`config.mk`:
```
export PLATFORM = sky130hd
export DESIGN_NAME = inst_buffer
export DESIGN_NICKNAME = d
export VERILOG_FILES = /design/src/rtl/inst_buffer.sv
export SDC_FILE = /design/constraint.sdc
export NUM_CORES = 2
export LEC_CHECK = 0
export ABC_AREA = 1
export BUFFER_PORTS_ARGS = -buffer_cell sky130_fd_sc_hd__buf_4
export CELL_PAD_IN_SITES_DETAIL_PLACEMENT = 0
export CELL_PAD_IN_SITES_GLOBAL_PLACEMENT = 1
export CORE_MARGIN = 3
export CORE_UTILIZATION = 49
export CTS_CLUSTER_DIAMETER = 60
export DETAILED_ROUTE_END_ITERATION = 10
export PLACE_DENSITY = 0.84
export SYNTH_ARGS = -nofsm -noshare
export SYNTH_HDL_FRONTEND = slang
export SYNTH_SLANG_ARGS = --single-unit
```
`constraint.sdc`:
```
create_clock -name clk -period 9.2 [get_ports clk]
set_clock_uncertainty 0.05 [all_clocks]
set_input_delay 2.3 -clock clk [delete_from_list [all_inputs] [get_ports clk]]
set_output_delay 2.3 -clock clk [all_outputs]
set_load 0.1 [all_outputs]
```
`src/rtl/inst_buffer.sv`:
```
// inst_buffer: circular instruction queue between fetch and the dual-issue decoder
module inst_buffer #(
  parameter int DEPTH = 8,
  parameter int PTR_W = $clog2(DEPTH),
  parameter int EXC_W = 6
) (
  input  logic             clk,
  input  logic             reset,
  input  logic             flush,
  input  logic [1:0]       in_size,
  output logic             in_ready,
  input  logic [31:0]      in_pc1,
  input  logic [31:0]      in_inst1,
  input  logic [31:0]      in_pred_target1,
  input  logic             in_pred_taken1,
  input  logic [31:0]      in_pc2,
  input  logic [31:0]      in_inst2,
  input  logic [31:0]      in_pred_target2,
  input  logic             in_pred_taken2,
  input  logic             in_have_exception,
  input  logic [EXC_W-1:0] in_exception_type,
  input  logic [1:0]       deq_num,
  output logic             out_valid1,
  output logic             out_valid2,
  output logic [31:0]      out_pc1,
  output logic [31:0]      out_inst1,
  output logic [31:0]      out_pred_target1,
  output logic             out_pred_taken1,
  output logic [31:0]      out_pc2,
  output logic [31:0]      out_inst2,
  output logic [31:0]      out_pred_target2,
  output logic             out_pred_taken2,
  output logic             out_exc1,
  output logic             out_exc2,
  output logic [EXC_W-1:0] out_exc_type1,
  output logic [EXC_W-1:0] out_exc_type2
);
  localparam int E_W = 98 + EXC_W;
  localparam logic [PTR_W:0] FULL = (PTR_W+1)'(DEPTH);
  logic [E_W-1:0] mem [DEPTH];
  logic [PTR_W-1:0] head, tail;
  logic [PTR_W:0] count, free, sz, dq, wr_n, rd_n;
  logic exc_lock;
  logic [E_W-1:0] e1, e2;
  assign free = FULL - count;
  assign sz = (PTR_W+1)'(in_size == 2'd3 ? 2'd0 : in_size);
  assign dq = (PTR_W+1)'(deq_num == 2'd3 ? 2'd2 : deq_num);
  assign wr_n = (flush || exc_lock) ? '0 : (sz > free ? free : sz);
  assign rd_n = dq > count ? count : dq;
  assign in_ready = free >= (PTR_W+1)'(4);
  assign out_valid1 = count != '0;
  assign out_valid2 = count >= (PTR_W+1)'(2);
  assign e1 = {in_pc1, in_inst1, in_pred_target1, in_pred_taken1, in_have_exception, in_exception_type};
  assign e2 = {in_pc2, in_inst2, in_pred_target2, in_pred_taken2, 1'b0, EXC_W'(0)};
  assign {out_pc1, out_inst1, out_pred_target1, out_pred_taken1, out_exc1, out_exc_type1} = mem[head];
  assign {out_pc2, out_inst2, out_pred_target2, out_pred_taken2, out_exc2, out_exc_type2} = mem[head + PTR_W'(1)];
  // store accepted groups at the tail; group 2 lands one slot after group 1
  always_ff @(posedge clk) begin
    if (wr_n != '0) mem[tail] <= e1;
    if (wr_n >= (PTR_W+1)'(2)) mem[tail + PTR_W'(1)] <= e2;
  end
  // pointer, occupancy and exception-lock bookkeeping; reset and flush empty the queue
  always_ff @(posedge clk) begin
    if (reset || flush) begin
      head <= '0;
      tail <= '0;
      count <= '0;
      exc_lock <= 1'b0;
    end else begin
      head <= head + PTR_W'(rd_n);
      tail <= tail + PTR_W'(wr_n);
      count <= count + wr_n - rd_n;
      exc_lock <= exc_lock | (in_have_exception && wr_n != '0);
    end
  end
endmodule

```
* Word-level counts from Yosys, hierarchy flattened
Memory sizes are Yosys's and may differ from the RTL's. A register that Yosys moved wholly into a read port is not among the register bits.
Cells that the tools add are included.
** Cells by class
- Reduce and logical (&&, ||, !) cells :: 5
- Eq/ne operators :: 2
- Multiplexer cells :: 10
- Add/subtract/negate cells :: 7
- Bitwise operators :: 1
- $lt $le $gt $ge :: 5
** Operators by type and width (count)
- 2-to-1 mux 4 bit :: 3
- greater-or-equal comparator 4 x 2 -> 1 bit, second input constant :: 2
- > comparator 2 x 4 -> 1 bit :: 2
- nonzero test 4 bit :: 2
- adder 3 x 1 -> 3 bit, second input constant :: 2
- adder 3 bit :: 2
- adder 4 bit :: 1
- == test 2 bit, second input constant :: 2
- greater-or-equal comparator 4 x 3 -> 1 bit, second input constant :: 1
- 2-to-1 mux 1 bit :: 4
- 2-to-1 mux 2 bit :: 2
- subtractor 4 bit :: 1
- subtractor 4 bit, first input constant :: 1
- 2-to-1 mux 3 bit :: 1
- logical OR 1 bit :: 2
- logical AND 1 bit :: 1
- bitwise OR 1 bit :: 1
** Storage, ports and cells
- Word-level logic and storage cells :: 35
- Input bits :: 208
- RAM bits :: 832
- Output and inout bits :: 211
- Memories :: 1
- Register bits :: 11
** Memory list
- mem :: words 8, bits a word 104, read ports 2, clocked after memory_dff 1, wr ports 2, RTL line 40 : logic [E_W-1:0] mem [DEPTH];

* Longest topological paths before layout
- Depth in word-level cells :: 8
- Gate-level depth with buffers :: 20
- Gate-level depth less buffers :: 18

* Least setup slack after synthesis
No wires, ideal clock.
- Path type :: input-to-reg
- Start point :: input in_size[1]
- End point :: memory mem[2][100] (netlist name) (enable)
- Stages :: 12
- Path slack :: 2.741 ns
- Data arrival time :: 5.500 ns
- Path buffers :: 1
- Data required time :: 8.240 ns
- Library setup time :: 0.910 ns
- Cell sequence :: inv_1 nor2_1 ha_1 nand2_1 inv_1 a21oi_1 nand4_1 nand3_1 nand2_2 nand2_1 buf_1 nand2_1
** RTL lines
- start, declared :: RTL line 10 : input logic [1:0] in_size,
- end, declared :: RTL line 40

* Final worst setup path
- Start point :: register head[1]
- End point :: output out_pc2[8]
** Between the ends
- Cells in the longest elaborated chain, start to end :: 2
** Ends and longest elaborated chain
- start, declared :: RTL line 41 : logic [PTR_W-1:0] head, tail;
- start signal, assigned :: RTL line 70 : head <= head + PTR_W'(rd_n);
- adder 3 x 1 -> 3 bit :: RTL line 56 : assign {out_pc2, out_inst2, out_pred_target2, out_pred_taken2, out_exc2, out_exc_type2} = mem[head + PTR_W'(1) ...
- memory (8 x 104 bit)
- end, declared :: RTL line 29 : output logic [31:0] out_pc2,
Every way passes these cells.

==> impl_metrics.yaml <==
sta:
  setup_viol: 0
  setup_tns_ns: 0
  max_freq_ghz: 0.135
  period_share_pct: 80.3
  worst_pin_slew_ns: 1.30
  max_slew_margin_pct: 13.1
  hold_viol_final: 0
  fin_crit_ns: 7.38
  slew_violations: 0
  grt_setup_unrepaired: "false"
setup_path:
  critPathRequiredTime_ns: 6.85
  endpoint: "out_pc2[8]"
  reg2reg_setup_slack_ns: 4.04
  reg2reg_depth: 15
  cp-start-kind: "flop"
  crit_type: "flop to output port"
  rr_startpoint: "count[0]$_SDFF_PP0_"
  worst-path-max-fanout: 72
  crit_start: "head[1]$_SDFF_PP0_"
  arrival_ns: 5.03
  r2r_end: "mem[1][37]$_DFFE_PP_"
  cp-end-kind: "output port"
drt:
  route.detailed.drc: 0
  drt-total-wl_um: 190000
  drt_iter0_markers: 6403
  antenna_left: 0
  vias: 47600
  viasPerCell: 6.27
  dr.pass1.iters: 8
  wire_per_inst_um: 25.1
flow_run:
  maxCapViolations: 0
global_route:
  grt_pass1_wl_um: 278000
  antenna_found_initial: 8
  grt_pass1_vias: 44200
  grt_use_total_pct: 35.2
  grt_max_degree: 242
  grt_overflow: 0
cts:
  cts_buffer_depth: 3
  cts.hold.buffers_added: 0
  clkLatencyLatePin_ns: 0.69
  htreeDepth: 3
  postCtsSetupRepairBufs: 0
  clock_sinks: 843
  cts_inserted_buffers: 103
  root_buffer: "clkbuf_16"
  cts_tree: "done"
  clk_pin_slew_ns: 0.06
  cts_resized: 0
power:
  cellLeakagePower_nw: 20.4
  ir_drop_mv: 0.420
  p_per_area_nw_per_um2: 374
yosys:
  yosysUniqueCellTypes: 37
  netlist.top_cell.by_area: "edfxtp_1"
  syn_inst: 6207
  yosysSeqAreaShare_pct: 49.9
  synth_top_area_share_pct: 47.2
  synth.ff_latch_count: 843
  ys_top_cells_by_area: "edfxtp_1 (47%), o21ai_0 (15%), nand2_1 (8.1%)"
  syn_nets: 6434
  synth_edf_count: 776
  yosysWarnings: 0
  async_flop_share_pct: 0
  synthFlopType: "edfxtp_1"
  syn_avg_cell_area_sq_um: 7.96
  syn_area_sq_um: 49400
floorplan:
  die_h_um: 324
  start_util_pct: 49.8
  die_area_sq_um: 105000
  core_sq_um: 99100
  pin_count: 419
  dieWidth_um: 324
  rows: 115
finish:
  fin_util_pct: 56.3
  nNetsFinal: 6441
  nFillCells: 9070
  drive_gt1_share_pct: 11.1
  final_common_cell: "o21ai_0"
  register_area_sq_um: 24700
  synthToLayoutAreaGrowth_pct: 12.9
  final_cell_mix: "o21ai_0 (1457), nand2_1 (1061), edfxtp_1 (776)"
  multi_input_area_sq_um: 20500
placed_design:
  place_hpwl_um: 105000
  port_buffers: 418
  gp_routability_congestion: 0.852
min_path:
  hold_path.class: "flop to flop"
outcome:
  status: "finished clean"
## state kept, by name, summed over array words and instances, names as in the netlist
signal / count
mem: 832
count: 4
head: 3
tail: 3
exc_lock: 1
## final cells by class
class                           instances  share of cell area, %
Inverter                              468                   3.22
Antenna cell                            5                 0.0224
Tap cell                             1287                   2.89
Sequential cell                       843                   44.2
Multi-Input combinational cell       4294                   36.7
Timing Repair Buffer                  504                   7.00
Clock inverter                         53                  0.913
Clock buffer                          136                   5.03
## cell usage after synthesis, types with 105 or more instances
library cell  number
a21oi_1          575
a31oi_1          208
buf_2            133
clkbuf_1         393
edfxtp_1         776
inv_1            458
nand2_1         1070
nand3_1          153
nor2_1           513
o211ai_1         105
o21ai_0         1457
o21ai_1          137
## where the power goes
| part | switching (W) | total, W | internal [W] |
|---|---|---|---|
| Clock | 0.00169 | 0.00407 | 0.00239 |
| Sequential | 0.000204 | 0.00488 | 0.00468 |
| Combinational | 0.00964 | 0.0119 | 0.00228 |
| Total | 0.0115 | 0.0209 | 0.00934 |
## how the worst min path moves through the flow
stage / startpoint / endpoint / slack, ns / depth (start not counted)
6_report: exc_lock$_SDFF_PP0_ / exc_lock$_SDFF_PP0_ / 0.43 / 2
4_1_cts: exc_lock$_SDFF_PP0_ / exc_lock$_SDFF_PP0_ / 0.43 / 2
3_3_place_gp: exc_lock$_SDFF_PP0_ / exc_lock$_SDFF_PP0_ / 0.40 / 2
5_1_grt: exc_lock$_SDFF_PP0_ / exc_lock$_SDFF_PP0_ / 0.45 / 2
2_1_floorplan: exc_lock$_SDFF_PP0_ / exc_lock$_SDFF_PP0_ / 0.39 / 2
3_5_place_dp: exc_lock$_SDFF_PP0_ / exc_lock$_SDFF_PP0_ / 0.41 / 2
## routing by layer
| layer | part of all wire [%] | global-route usage, % |
|---|---|---|
| met1 | 38 | 46.5 |
| met2 | 46 | 57.5 |
| met5 | 0.024 | 0 |
| met3 | 11 | 6.30 |
| met4 | 4.3 | 15.0 |
## metrics by stage
stage / setup WS (ns) / cell area [sq um] / power, W / hold slack, ns / cells
3_5_place_dp: 2.62 / 52500 / 0.0168 / 0.412 / 7396
6_report: 1.82 / 55800 / 0.0209 / 0.429 / 7590
5_1_grt: 1.76 / 55800 / 0.0216 / 0.448 / 7585
2_1_floorplan: 2.74 / 49400 / 0.0138 / 0.387 / 6207
3_3_place_gp: 2.70 / 52500 / 0.0167 / 0.400 / 7396
4_1_cts: 1.92 / 55800 / 0.0208 / 0.435 / 7585
## worst max-delay path, cell delays in order, from the launching register on
cell	delay [ns]
dfxtp_4	0.91
ha_4	0.63
buf_4	1.00
buf_4	0.78
a21oi_1	0.08
o21ai_0	0.10
nand2_1	0.08
nor2_1	0.10
a31oi_1	0.13
buf_4	0.35
## cell families (layout without fill, tap and decap cells)
| group | after synthesis | after routing | share of synthesized area (%) |
|---|---|---|---|
| other | 1 | 6 | 0.00759 |
| buffers and inverters | 1070 | 1161 | 8.97 |
| xor gates and xnor gates | 5 | 5 | 0.104 |
| DFF | 843 | 843 | 49.9 |
| adders and majority gates | 19 | 19 | 0.542 |
| and+or+nand+nor | 1776 | 1776 | 14.2 |
| AOI/OAI and AO/OA | 2493 | 2493 | 26.3 |
No activity file was read; power rests on OpenSTA's default activity.
